**config.mk**
```make
export PLATFORM = sky130hd
export DESIGN_NAME = uart_fifo_top_flat
export DESIGN_NICKNAME = d
export VERILOG_FILES = /design/src/rtl/uart_fifo_if.sv /design/src/rtl/uart_fifo_top.sv /design/src/flat_wrapper.sv
export SDC_FILE = /design/constraint.sdc
export NUM_CORES = 1
export LEC_CHECK = 0
export CAP_MARGIN = 10
export CORE_ASPECT_RATIO = 1.2
export CORE_MARGIN = 3
export CORE_UTILIZATION = 45
export CTS_CLUSTER_SIZE = 8
export DETAILED_ROUTE_END_ITERATION = 7
export DONT_BUFFER_PORTS = 1
export SETUP_SLACK_MARGIN = 0.15
export SYNTH_ARGS = -nofsm -noshare
export SYNTH_HDL_FRONTEND = slang
export SYNTH_SLANG_ARGS = --single-unit
```
**constraint.sdc**
```tcl
create_clock -name clk -period 2.3 [get_ports clk]
set_input_delay 0.345 -clock clk [delete_from_list [all_inputs] [get_ports clk]]
set_output_delay 0.345 -clock clk [all_outputs]
set_load 0.005 [all_outputs]
```
**src/rtl/uart_fifo_if.sv**
```systemverilog
// Host-side byte interface of the buffered UART: TX push port and RX
// first-word-fall-through pop port.
interface uart_fifo_if;
  logic [7:0] data_in;
  logic       data_in_sync;
  logic       data_out_sync;
  logic [7:0] data_out;
  logic       full_out;
  logic       valid_out;
  logic       full_in;

  modport master (
    output data_in, data_in_sync, data_out_sync,
    input  data_out, full_out, valid_out, full_in
  );

  modport slave (
    input  data_in, data_in_sync, data_out_sync,
    output data_out, full_out, valid_out, full_in
  );
endinterface

```
**src/rtl/uart_fifo_top.sv**
```systemverilog
// Buffered full-duplex 8N1 UART: a TX FIFO feeding a serialiser and a
// deserialiser feeding an RX FIFO.
module uart_fifo_top #(
  parameter int unsigned RX_BUFFER_SIZE = 8,
  parameter int unsigned TX_BUFFER_SIZE = 8,
  parameter int unsigned CLK_FRQ        = 12_000_000,
  parameter int unsigned UART_BOUAD     = 115_200
) (
  input  logic        clk,
  input  logic        n_rst,
  input  logic        rx,
  output logic        tx,
  uart_fifo_if.slave  host
);

  localparam int unsigned BitCyc = CLK_FRQ / UART_BOUAD;
  localparam int unsigned CntW   = $clog2(BitCyc + 1);
  localparam logic [CntW-1:0] BitLast  = CntW'(BitCyc - 1);
  localparam logic [CntW-1:0] HalfLast = CntW'(BitCyc / 2 - 1);

  localparam int unsigned TxAw = $clog2(TX_BUFFER_SIZE);
  localparam int unsigned TxCw = $clog2(TX_BUFFER_SIZE + 1);
  localparam int unsigned RxAw = $clog2(RX_BUFFER_SIZE);
  localparam int unsigned RxCw = $clog2(RX_BUFFER_SIZE + 1);

  typedef enum logic [1:0] {StIdle, StStart, StData, StStop} uart_state_e;

  // ---------------------------------------------------------------- TX FIFO
  logic [7:0]      txf_mem_q [TX_BUFFER_SIZE];
  logic [TxAw-1:0] txf_wr_q, txf_wr_d, txf_rd_q, txf_rd_d;
  logic [TxCw-1:0] txf_cnt_q, txf_cnt_d;
  logic            txf_valid_q, txf_full_q;
  logic            txf_push, txf_pop;
  logic [7:0]      txf_head;
  logic            tx_fire_q;
  logic            tx_busy;

  assign txf_push = host.data_in_sync & ~txf_full_q;
  assign txf_pop  = tx_fire_q & txf_valid_q;
  assign txf_head = txf_mem_q[txf_rd_q];

  always_comb begin
    txf_wr_d  = txf_wr_q;
    txf_rd_d  = txf_rd_q;
    txf_cnt_d = txf_cnt_q;
    if (txf_push) txf_wr_d = (txf_wr_q == TxAw'(TX_BUFFER_SIZE - 1)) ? '0 : txf_wr_q + TxAw'(1);
    if (txf_pop)  txf_rd_d = (txf_rd_q == TxAw'(TX_BUFFER_SIZE - 1)) ? '0 : txf_rd_q + TxAw'(1);
    unique case ({txf_push, txf_pop})
      2'b10:   txf_cnt_d = txf_cnt_q + TxCw'(1);
      2'b01:   txf_cnt_d = txf_cnt_q - TxCw'(1);
      default: txf_cnt_d = txf_cnt_q;
    endcase
  end

  always_ff @(posedge clk or negedge n_rst) begin
    if (!n_rst) begin
      for (int unsigned i = 0; i < TX_BUFFER_SIZE; i++) txf_mem_q[i] <= '0;
      txf_wr_q    <= '0;
      txf_rd_q    <= '0;
      txf_cnt_q   <= '0;
      txf_valid_q <= 1'b0;
      txf_full_q  <= 1'b0;
    end else begin
      if (txf_push) txf_mem_q[txf_wr_q] <= host.data_in;
      txf_wr_q    <= txf_wr_d;
      txf_rd_q    <= txf_rd_d;
      txf_cnt_q   <= txf_cnt_d;
      txf_valid_q <= (txf_cnt_d != '0);
      txf_full_q  <= (txf_cnt_d == TxCw'(TX_BUFFER_SIZE));
    end
  end

  // ---------------------------------------------------------- TX controller
  // tx_fire_q is both the send strobe and the FIFO pop; it blocks itself so
  // only one byte is in flight while busy has not yet risen.
  always_ff @(posedge clk or negedge n_rst) begin
    if (!n_rst) tx_fire_q <= 1'b0;
    else        tx_fire_q <= txf_valid_q & ~tx_busy & ~tx_fire_q;
  end

  // -------------------------------------------------------------- UART TX
  uart_state_e     tx_state_q, tx_state_d;
  logic [CntW-1:0] tx_cnt_q, tx_cnt_d;
  logic [2:0]      tx_bit_q, tx_bit_d;
  logic [7:0]      tx_shift_q, tx_shift_d;

  assign tx_busy = (tx_state_q != StIdle);

  always_comb begin
    tx_state_d = tx_state_q;
    tx_cnt_d   = tx_cnt_q;
    tx_bit_d   = tx_bit_q;
    tx_shift_d = tx_shift_q;
    unique case (tx_state_q)
      StIdle: begin
        if (tx_fire_q) begin
          tx_state_d = StStart;
          tx_cnt_d   = '0;
          tx_shift_d = txf_head;
        end
      end
      StStart: begin
        if (tx_cnt_q == BitLast) begin
          tx_state_d = StData;
          tx_cnt_d   = '0;
          tx_bit_d   = '0;
        end else begin
          tx_cnt_d = tx_cnt_q + CntW'(1);
        end
      end
      StData: begin
        if (tx_cnt_q == BitLast) begin
          tx_cnt_d   = '0;
          tx_shift_d = {1'b0, tx_shift_q[7:1]};
          if (tx_bit_q == 3'd7) tx_state_d = StStop;
          else                  tx_bit_d   = tx_bit_q + 3'd1;
        end else begin
          tx_cnt_d = tx_cnt_q + CntW'(1);
        end
      end
      StStop: begin
        if (tx_cnt_q == BitLast) tx_state_d = StIdle;
        else                     tx_cnt_d   = tx_cnt_q + CntW'(1);
      end
      default: tx_state_d = StIdle;
    endcase
  end

  always_comb begin
    tx = 1'b1;
    if (tx_state_q == StStart)     tx = 1'b0;
    else if (tx_state_q == StData) tx = tx_shift_q[0];
  end

  always_ff @(posedge clk or negedge n_rst) begin
    if (!n_rst) begin
      tx_state_q <= StIdle;
      tx_cnt_q   <= '0;
      tx_bit_q   <= '0;
      tx_shift_q <= '0;
    end else begin
      tx_state_q <= tx_state_d;
      tx_cnt_q   <= tx_cnt_d;
      tx_bit_q   <= tx_bit_d;
      tx_shift_q <= tx_shift_d;
    end
  end

  // -------------------------------------------------------------- UART RX
  logic            rx_meta_q, rx_sync_q, rx_prev_q;
  uart_state_e     rx_state_q, rx_state_d;
  logic [CntW-1:0] rx_cnt_q, rx_cnt_d;
  logic [2:0]      rx_bit_q, rx_bit_d;
  logic [7:0]      rx_shift_q, rx_shift_d;
  logic            rx_ready_q, rx_ready_d;

  always_comb begin
    rx_state_d = rx_state_q;
    rx_cnt_d   = rx_cnt_q;
    rx_bit_d   = rx_bit_q;
    rx_shift_d = rx_shift_q;
    rx_ready_d = 1'b0;
    unique case (rx_state_q)
      StIdle: begin
        if (rx_prev_q && !rx_sync_q) begin
          rx_state_d = StStart;
          rx_cnt_d   = '0;
        end
      end
      StStart: begin
        // Half-bit recheck rejects glitches and centres later samples.
        if (rx_cnt_q == HalfLast) begin
          rx_cnt_d   = '0;
          rx_bit_d   = '0;
          rx_state_d = rx_sync_q ? StIdle : StData;
        end else begin
          rx_cnt_d = rx_cnt_q + CntW'(1);
        end
      end
      StData: begin
        if (rx_cnt_q == BitLast) begin
          rx_cnt_d   = '0;
          rx_shift_d = {rx_sync_q, rx_shift_q[7:1]};
          if (rx_bit_q == 3'd7) rx_state_d = StStop;
          else                  rx_bit_d   = rx_bit_q + 3'd1;
        end else begin
          rx_cnt_d = rx_cnt_q + CntW'(1);
        end
      end
      StStop: begin
        if (rx_cnt_q == BitLast) begin
          rx_state_d = StIdle;
          rx_ready_d = rx_sync_q;
        end else begin
          rx_cnt_d = rx_cnt_q + CntW'(1);
        end
      end
      default: rx_state_d = StIdle;
    endcase
  end

  always_ff @(posedge clk or negedge n_rst) begin
    if (!n_rst) begin
      rx_meta_q  <= 1'b1;
      rx_sync_q  <= 1'b1;
      rx_prev_q  <= 1'b1;
      rx_state_q <= StIdle;
      rx_cnt_q   <= '0;
      rx_bit_q   <= '0;
      rx_shift_q <= '0;
      rx_ready_q <= 1'b0;
    end else begin
      rx_meta_q  <= rx;
      rx_sync_q  <= rx_meta_q;
      rx_prev_q  <= rx_sync_q;
      rx_state_q <= rx_state_d;
      rx_cnt_q   <= rx_cnt_d;
      rx_bit_q   <= rx_bit_d;
      rx_shift_q <= rx_shift_d;
      rx_ready_q <= rx_ready_d;
    end
  end

  // ---------------------------------------------------- RX controller/FIFO
  logic            rxc_push_q;
  logic [7:0]      rxc_byte_q;
  logic [7:0]      rxf_mem_q [RX_BUFFER_SIZE];
  logic [RxAw-1:0] rxf_wr_q, rxf_wr_d, rxf_rd_q, rxf_rd_d;
  logic [RxCw-1:0] rxf_cnt_q, rxf_cnt_d;
  logic            rxf_valid_q, rxf_full_q;
  logic            rxf_push, rxf_pop;

  assign rxf_push = rxc_push_q & ~rxf_full_q;
  assign rxf_pop  = host.data_out_sync & rxf_valid_q;

  always_comb begin
    rxf_wr_d  = rxf_wr_q;
    rxf_rd_d  = rxf_rd_q;
    rxf_cnt_d = rxf_cnt_q;
    if (rxf_push) rxf_wr_d = (rxf_wr_q == RxAw'(RX_BUFFER_SIZE - 1)) ? '0 : rxf_wr_q + RxAw'(1);
    if (rxf_pop)  rxf_rd_d = (rxf_rd_q == RxAw'(RX_BUFFER_SIZE - 1)) ? '0 : rxf_rd_q + RxAw'(1);
    unique case ({rxf_push, rxf_pop})
      2'b10:   rxf_cnt_d = rxf_cnt_q + RxCw'(1);
      2'b01:   rxf_cnt_d = rxf_cnt_q - RxCw'(1);
      default: rxf_cnt_d = rxf_cnt_q;
    endcase
  end

  always_ff @(posedge clk or negedge n_rst) begin
    if (!n_rst) begin
      rxc_push_q  <= 1'b0;
      rxc_byte_q  <= '0;
      for (int unsigned i = 0; i < RX_BUFFER_SIZE; i++) rxf_mem_q[i] <= '0;
      rxf_wr_q    <= '0;
      rxf_rd_q    <= '0;
      rxf_cnt_q   <= '0;
      rxf_valid_q <= 1'b0;
      rxf_full_q  <= 1'b0;
    end else begin
      rxc_push_q  <= rx_ready_q;
      rxc_byte_q  <= rx_shift_q;
      if (rxf_push) rxf_mem_q[rxf_wr_q] <= rxc_byte_q;
      rxf_wr_q    <= rxf_wr_d;
      rxf_rd_q    <= rxf_rd_d;
      rxf_cnt_q   <= rxf_cnt_d;
      rxf_valid_q <= (rxf_cnt_d != '0);
      rxf_full_q  <= (rxf_cnt_d == RxCw'(RX_BUFFER_SIZE));
    end
  end

  assign host.data_out  = rxf_mem_q[rxf_rd_q];
  assign host.valid_out = rxf_valid_q;
  assign host.full_out  = rxf_full_q;
  assign host.full_in   = txf_full_q;

endmodule

```
**src/flat_wrapper.sv**
```systemverilog
// flat-port wrapper written by rule: the top's interface ports become plain ports
module uart_fifo_top_flat 
#(
  parameter int unsigned RX_BUFFER_SIZE = 8,
  parameter int unsigned TX_BUFFER_SIZE = 8,
  parameter int unsigned CLK_FRQ        = 12_000_000,
  parameter int unsigned UART_BOUAD     = 115_200
)
  (clk, n_rst, rx, tx, host_data_in, host_data_in_sync, host_data_out_sync, host_data_out, host_full_out, host_valid_out, host_full_in);
  uart_fifo_if host_i ();
  input  logic clk;
  input  logic n_rst;
  input  logic rx;
  output logic tx;
  input wire logic [$bits(host_i.data_in)-1:0] host_data_in;
  input wire logic [$bits(host_i.data_in_sync)-1:0] host_data_in_sync;
  input wire logic [$bits(host_i.data_out_sync)-1:0] host_data_out_sync;
  output wire logic [$bits(host_i.data_out)-1:0] host_data_out;
  output wire logic [$bits(host_i.full_out)-1:0] host_full_out;
  output wire logic [$bits(host_i.valid_out)-1:0] host_valid_out;
  output wire logic [$bits(host_i.full_in)-1:0] host_full_in;
  assign host_i.data_in = host_data_in;
  assign host_i.data_in_sync = host_data_in_sync;
  assign host_i.data_out_sync = host_data_out_sync;
  assign host_data_out = host_i.data_out;
  assign host_full_out = host_i.full_out;
  assign host_valid_out = host_i.valid_out;
  assign host_full_in = host_i.full_in;
  uart_fifo_top #(.RX_BUFFER_SIZE(RX_BUFFER_SIZE), .TX_BUFFER_SIZE(TX_BUFFER_SIZE), .CLK_FRQ(CLK_FRQ), .UART_BOUAD(UART_BOUAD)) u_core (.clk(clk), .n_rst(n_rst), .rx(rx), .tx(tx), .host(host_i));
endmodule
```
==> impl_metrics.env, run 1 <==
export IMPL_antenna_found_initial=0
export IMPL_drt_iter0_drc=198
export IMPL_syn_to_final_growth_pct=15.2
export IMPL_grt_overflow=0
export IMPL_design_core_area_um2=20600
export IMPL_syn_avg_cell_area_um2=13.9
export IMPL_htreeDepth=1
export IMPL_yosys_warnings=0
export IMPL_clk_latency_ns=0.51
export IMPL_synthFlopType="dfrtp_1"
export IMPL_syn_inst=689
export IMPL_cp_end_kind="primary output"
export IMPL_arrival_ns=1.90
export IMPL_finalSetupTns_ns=0
export IMPL_n_fill_cell=1716
export IMPL_timing_rr_start="u_core.host.full_out$_DFF_PN0_"
export IMPL_cp_cell_sequence="buf_12 -> mux4_2 -> mux2_4"
export IMPL_drv_cap=0
export IMPL_crit_path_start="u_core.rxf_rd_q[0]$_DFFE_PN0N_"
export IMPL_period_share=0.976
export IMPL_grt_pass1_wl_mm=31.7
export IMPL_critPathMaxFanout=17
export IMPL_synth_area_leaders="dfrtp_1, mux2_2, mux4_2"
export IMPL_clock_sinks=206
export IMPL_dieArea_um2=23100
export IMPL_grt_use_total=0.165
export IMPL_detailed_place_hpwl_mm=11.9
export IMPL_switching_power_w=0.00307
export IMPL_synth_edf_count=0
export IMPL_start_kind="flip-flop"
export IMPL_via_count=5598
export IMPL_power_w=0.0113
export IMPL_outcome="finished with violations"
export IMPL_place_congestion=0.758
export IMPL_critPathKind="flip-flop to primary output"
export IMPL_violations="negative hold slack"
export IMPL_synth_seq_area_share=0.537
export IMPL_fp_row_count=57
export IMPL_syn_nets=726
export IMPL_clockBufferDepth=3
export IMPL_holdCritPathClass="input pin to async pin"
export IMPL_netlist_area_um2=9610
export IMPL_wl_mm=19.0
export IMPL_hold_violations=206
export IMPL_synthArstFlopShare=1.00
export IMPL_synth_cell_types=63
export IMPL_drc=0
export IMPL_io_pins=25
export IMPL_start_util=0.466
export IMPL_final_nets=770
export IMPL_clock_fmax_mhz=445
export IMPL_cp_required_ns=1.96
export IMPL_grt_start_max_net_pins=207
export IMPL_numCtsBuffers=29
export IMPL_powerDensity_nw_per_um2=1020
export IMPL_ant_nets=0
export IMPL_finalCriticalPeriod_ns=2.25
export IMPL_slew_headroom=0.505
export IMPL_clkPwrFrac=0.326
export IMPL_slowest_delay_ns=0.52
export IMPL_viasPerCell=5.55
export IMPL_seqPwrFrac=0.440
export IMPL_yosys_area_top_type="dfrtp_1"
export IMPL_final_setup_skew_ns=0.00910
export IMPL_vdd_drop_max_mv=0.725
export IMPL_io_buffers=0
export IMPL_switching_share=0.271
export IMPL_p_int_w=0.00825
export IMPL_setup_viol=0
export IMPL_synth_seq_cells=206
export IMPL_die_h_um=166
export IMPL_cts_root_buf="clkbuf_16"
export IMPL_diodes=0
export IMPL_cts_hold_buf=9
export IMPL_path_clk_slew_ns=0.05
export IMPL_wire_per_inst_um=18.9
export IMPL_power_leakage_nw=5.07
export IMPL_combPwrFrac=0.233
export IMPL_die_w_um=139
export IMPL_tightest_slew_ns=0.743
export IMPL_drive_above_1_share=0.385
export IMPL_grt_pass1_vias=6058
export IMPL_tritoncts="built"
export IMPL_slew_viol_final=0
export IMPL_whs_ns=-0.465
export IMPL_synth_top_area_frac=0.529
export IMPL_worst_path_max_delay_cell="mux4_2"
export IMPL_rsz0062_at_grt="yes"
export IMPL_first_pass_iters=4
==> logic make-up (layout without fill, tap and decap cells) <==
kind of cell | Yosys count | count (layout) | share of synthesized area
buf+inv | 40 | 94 | 0.0181
compound gates | 65 | 65 | 0.0483
mux | 201 | 201 | 0.269
fa+ha+maj | 24 | 24 | 0.0313
simple gates | 137 | 137 | 0.0814
xor+xnor | 16 | 16 | 0.0146
flops | 206 | 206 | 0.537
==> timing repair <==
action                                  CTS  global route
endpoints found under the setup margin   11            22
endpoints found under the hold margin   271           206
buffers inserted                          6             3
cloned                                    0             0
pin swaps                                 4             4
gates resized for setup                  12            11
==> per-layer routing <==
layer | GRT usage | part of all wire | vias up | routed length [µm]
li1 | - | - | 2605 | -
met1 | 0.219 | 0.45 | 2890 | 8460
met2 | 0.285 | 0.51 | 69 | 9610
met3 | 0.0248 | 0.029 | 34 | 554
met4 | 0.0438 | 0.020 | 0 | 387
met5 | 0 | 0 | - | 0
==> synth_stat cells (2+ instances only) <==
| library cell | number |
|---|---|
| o31ai_1 | 3 |
| clkbuf_1 | 11 |
| nor3b_4 | 2 |
| and4b_1 | 2 |
| xor2_1 | 8 |
| nor3_2 | 2 |
| nor3b_2 | 2 |
| nand3_1 | 6 |
| a21oi_1 | 9 |
| nand2b_1 | 10 |
| dfstp_2 | 3 |
| mux4_2 | 30 |
| inv_1 | 14 |
| ha_1 | 24 |
| a21o_1 | 9 |
| nor2_2 | 2 |
| mux2_2 | 157 |
| mux2i_1 | 11 |
| nor4_1 | 2 |
| buf_1 | 2 |
| o22ai_1 | 2 |
| a22o_1 | 5 |
| nor2b_1 | 7 |
| nor2_1 | 25 |
| a211oi_2 | 2 |
| buf_2 | 10 |
| o21ai_0 | 18 |
| nor3b_1 | 2 |
| a211oi_1 | 2 |
| dfrtp_1 | 203 |
| a211o_1 | 2 |
| mux2_1 | 3 |
| nor3_1 | 8 |
| xnor2_1 | 8 |
| nand4_1 | 4 |
| or3_1 | 2 |
| nand2_1 | 40 |
| nand3b_1 | 10 |
| o21bai_1 | 3 |
==> state kept, by name, summed over array words and instances (netlist names), 2 cells and up, named ones only <==
name / cells
u_core.rxf_rd_q: 3
u_core.rxc_byte_q: 8
u_core.txf_wr_q: 3
u_core.rx_bit_q: 3
u_core.rxf_mem_q: 64
u_core.txf_rd_q: 3
u_core.rxf_wr_q: 3
u_core.rxf_cnt_q: 4
u_core.tx_shift_q: 8
u_core.tx_bit_q: 3
u_core.txf_mem_q: 64
u_core.tx_state_q: 2
u_core.rx_shift_q: 8
u_core.tx_cnt_q: 7
u_core.rx_cnt_q: 7
u_core.txf_cnt_q: 4
==> cell type report <==
| type | count | area (µm²) | area share |
|---|---|---|---|
| clock buffer | 41 | 781 | 0.0706 |
| tap | 265 | 332 | 0.0300 |
| timing repair buffer | 38 | 349 | 0.0316 |
| multi-input combinational | 443 | 4390 | 0.397 |
| sequential | 206 | 5160 | 0.466 |
| inverter | 15 | 56.3 | 0.00509 |
==> worst max-delay path: cells and delay by family (launching register included) <==
family / cells / cell delay, ns
muxes: 2 / 0.81
buffers and inverters: 1 / 0.19
DFF: 1 / 0.37
==> through the flow <==
step,setup slack (ns),util,std cells,cell area (µm²)
final,0.0548,0.537,1008,11100
after CTS,0.00619,0.534,1005,11000
after global placement,0.149,0.487,949,10000
after floorplan,0.101,-,689,9650
after detailed placement,0.0428,0.487,949,10000
after global routing,-0.0141,0.537,1008,11100
==> cells in the final DEF, fill, tap and decap left out, drive strengths merged, types with 3 or more instances in the layout <==
master       count
dfrtp          203
mux2           160
nand2           41
clkbuf          41
mux4            30
buf             29
nor2            27
ha              24
o21ai           20
inv             15
mux2i           11
nand3b          10
nand2b          10
a21oi           10
nor3            10
a21o             9
dlygate4sd3      9
xor2             8
xnor2            8
nor2b            7
nand3            6
nor3b            6
a22o             5
nand4            4
a211oi           4
o21bai           3
o31ai            3
dfstp            3
==> path summary, 6_finish.rpt <==
kind | endpoint | cells past startpoint | slack [ns]
max in group asynchronous | u_core.rx_meta_q$_DFF_PN1_ | 0 | 2.46
min in group clk | u_core.rxf_rd_q[0]$_DFFE_PN0N_ | 3 | 0.16
worst max register to register | u_core.host.valid_out$_DFF_PN0_ | 9 | 0.10
worst min register to register | u_core.rxc_push_q$_DFF_PN0_ | 0 | 0.35
worst min-delay path | u_core.rxf_mem_q[16]$_DFFE_PN0P_ | 0 | -0.46
worst max-delay path | host_data_out[4] | 3 | 0.05
==> power by group through the flow <==
stage	Clock [W]	Sequential (W)	Combinational, W
finish	0.00369	0.00498	0.00264
global route	0.00399	0.00508	0.00290
CTS	0.00383	0.00497	0.00260
detailed placement	0	0.00500	0.00249
global placement	0	0.00492	0.00236
floorplan	0	0.00477	0.00203
Power figures use the tool's default switching activity.
==> run 2: changes to the inputs <==
==> constraint.sdc (replaced) <==
create_clock -name clk -period 2.3 [get_ports clk]
set_input_delay 0.345 -clock clk [delete_from_list [all_inputs] [get_ports clk]]
set_output_delay 0.345 -clock clk [all_outputs]
set_load 0.1 [all_outputs]
==> run 2 against run 1 <==
Effect of this change: the run ends with negative hold slack, negative setup slack left; setup slack worse by 0.15 ns; clock skew about the same; critical path depth unchanged; register-to-register slack worse by 0.12 ns; power grew 2.0%; non-clock buffer count increased by 2; core utilization is 0.32 points higher; die area did not move; hold slack worse by 0.020 ns; sequential share of layout area decreased by 0.17 points; final area is 0.60% higher.
==> impl_metrics.env, run 2 (synthesis gave the netlist of run 1 again) <==
export IMPL_clk_latency_ns=0.52
export IMPL_place_area_um2=10100
export IMPL_rsz0062_at_grt="yes"
export IMPL_final_common_cell="dfrtp_1"
export IMPL_cp_end_kind="primary output"
export IMPL_dieArea_um2=23100
export IMPL_grt_pass1_wl_mm=31.1
export IMPL_holdCritPathClass="input pin to async pin"
export IMPL_setup_viol=9
export IMPL_vdd_drop_max_mv=0.751
export IMPL_io_pins=25
export IMPL_final_nets=772
export IMPL_violations="negative hold slack, negative setup slack"
export IMPL_clockBufferDepth=3
export IMPL_slew_viol_final=0
export IMPL_design_core_area_um2=20600
export IMPL_outcome="finished with violations"
export IMPL_die_w_um=139
export IMPL_clock_fmax_mhz=417
export IMPL_drive_above_1_share=0.394
export IMPL_final_setup_skew_ns=0.00939
export IMPL_first_pass_iters=4
export IMPL_grt_pass1_vias=5965
export IMPL_start_util=0.466
export IMPL_period_share=1.04
export IMPL_fin_util=0.540
export IMPL_numCtsBuffers=29
export IMPL_cp_required_ns=1.96
export IMPL_timing_rr_start="u_core.host.full_out$_DFF_PN0_"
export IMPL_fin_area_um2=11100
export IMPL_worst_r2r_endpoint="u_core.host.valid_out$_DFF_PN0_"
export IMPL_start_kind="flip-flop"
export IMPL_slowest_delay_ns=0.53
export IMPL_die_h_um=166
export IMPL_cts_hold_buf=9
export IMPL_clock_sinks=206
export IMPL_powerDensity_nw_per_um2=1040
export IMPL_grt_start_max_net_pins=207
export IMPL_htreeDepth=1
export IMPL_hold_violations=206
export IMPL_regToRegSetupSlack_ns=-0.02
export IMPL_crit_family="multiplexers"
export IMPL_finalSetupTns_ns=-0.679
export IMPL_whs_ns=-0.485
export IMPL_diodes=0
export IMPL_drv_cap=0
export IMPL_worst_slack_ns=-0.0954
export IMPL_fp_row_count=57
export IMPL_worst_path_max_delay_cell="mux4_2"
export IMPL_power_leakage_nw=5.07
export IMPL_ant_nets=0
export IMPL_syn_to_final_growth_pct=15.9
export IMPL_wl_mm=18.8
export IMPL_critPathMaxFanout=10
export IMPL_drc=0
export IMPL_top_regs="u_core.rxf_mem_q: 64 flops, u_core.txf_mem_q: 64 flops"
export IMPL_cp_cell_sequence="buf_12 -> mux4_2 -> mux2_4"
export IMPL_tightest_slew_ns=0.673
export IMPL_place_congestion=0.758
export IMPL_viasPerCell=5.51
export IMPL_place_ws_ns=-0.0289
export IMPL_grt_use_total=0.163
export IMPL_drt_iter0_drc=226
export IMPL_layout_common_cells="dfrtp_1, mux2_2, nand2_1"
export IMPL_slew_headroom=0.552
export IMPL_grt_overflow=0
export IMPL_io_buffers=0
export IMPL_antenna_found_initial=0
export IMPL_path_buf_inv=1
export IMPL_path_clk_slew_ns=0.05
export IMPL_tritoncts="built"
export IMPL_wire_per_inst_um=18.5
export IMPL_r2r_worst_path_cells=9
export IMPL_critPathKind="flip-flop to primary output"
export IMPL_detailed_place_hpwl_mm=11.9
export IMPL_cts_root_buf="clkbuf_16"
export IMPL_arrival_ns=2.05
export IMPL_finalCriticalPeriod_ns=2.40
export IMPL_via_count=5582
[run 2: cell types whose count changed in the layout (fill, tap and decap cells not counted), moves of 2 or more]
cell,previous run,this run
a21oi_1,7,5
ha_1,20,18
clkbuf_1,11,14
dfrtp_1,203,199
buf_4,25,27
dfrtp_4,0,3
[run 2: metrics by stage]
stage          instances  total power, W
5_1_grt             1013          0.0122
2_1_floorplan        689         0.00703
3_5_place_dp         955         0.00774
3_3_place_gp         955         0.00753
4_1_cts             1008          0.0116
6_report            1013          0.0115
[run 2: final cells by class]
| cell class | instances | area [µm²] |
|---|---|---|
| clock inverter | 1 | 8.76 |
| multi-input combinational | 443 | 4410 |
| tap | 265 | 332 |
| sequential | 206 | 5170 |
| clock buffer | 43 | 778 |
| fill | 1673 | 9480 |
| timing repair buffer | 40 | 369 |
| inverter | 15 | 58.8 |
[run 2: power by group]
group / switching [W] / total, W / internal (W)
clock: 0.00143 / 0.00371 / 0.00228
combinational: 0.00125 / 0.00283 / 0.00158
sequential: 0.000588 / 0.00501 / 0.00442
total: 0.00327 / 0.0115 / 0.00828
[run 2: how the worst max path moves through the flow]
stage | startpoint | endpoint | cells past startpoint
3_3_place_gp | u_core.host.valid_out$_DFF_PN0_ | u_core.host.valid_out$_DFF_PN0_ | 10
3_5_place_dp | u_core.host.valid_out$_DFF_PN0_ | u_core.host.valid_out$_DFF_PN0_ | 10
5_1_grt | u_core.rxf_rd_q[0]$_DFFE_PN0N_ | host_data_out[4] | 3
4_1_cts | u_core.rxf_rd_q[0]$_DFFE_PN0N_ | host_data_out[5] | 3
6_report | u_core.rxf_rd_q[0]$_DFFE_PN0N_ | host_data_out[5] | 3
2_1_floorplan | u_core.host.full_out$_DFF_PN0_ | u_core.host.valid_out$_DFF_PN0_ | 10
[run 2: repair_timing]
item / 4_1_cts / 5_1_grt
pin swaps: 1 / 8
cloned: 0 / 1
buffers inserted: 0 / 4
resized for setup: 2 / 16
setup endpoints to repair: 10 / 23
endpoints found under the hold margin: 271 / 206
[run 2: worst register-to-register path, cell delays in order, from the launching register on]
cell,delay (ns)
dfrtp_4,0.46
nand2b_4,0.17
ha_4,0.18
xor2_1,0.16
ha_2,0.19
a21oi_2,0.13
xor2_1,0.17
nor2_1,0.07
xor2_1,0.16
or4b_1,0.48
[run 2: metal layers]
layer / GRT usage / up-vias / wire, µm
li1: - / 2612 / -
met3: 0.0265 / 36 / 611
met5: 0 / - / 0
met1: 0.210 / 2856 / 8110
met2: 0.284 / 78 / 9570
met4: 0.0451 / 0 / 463
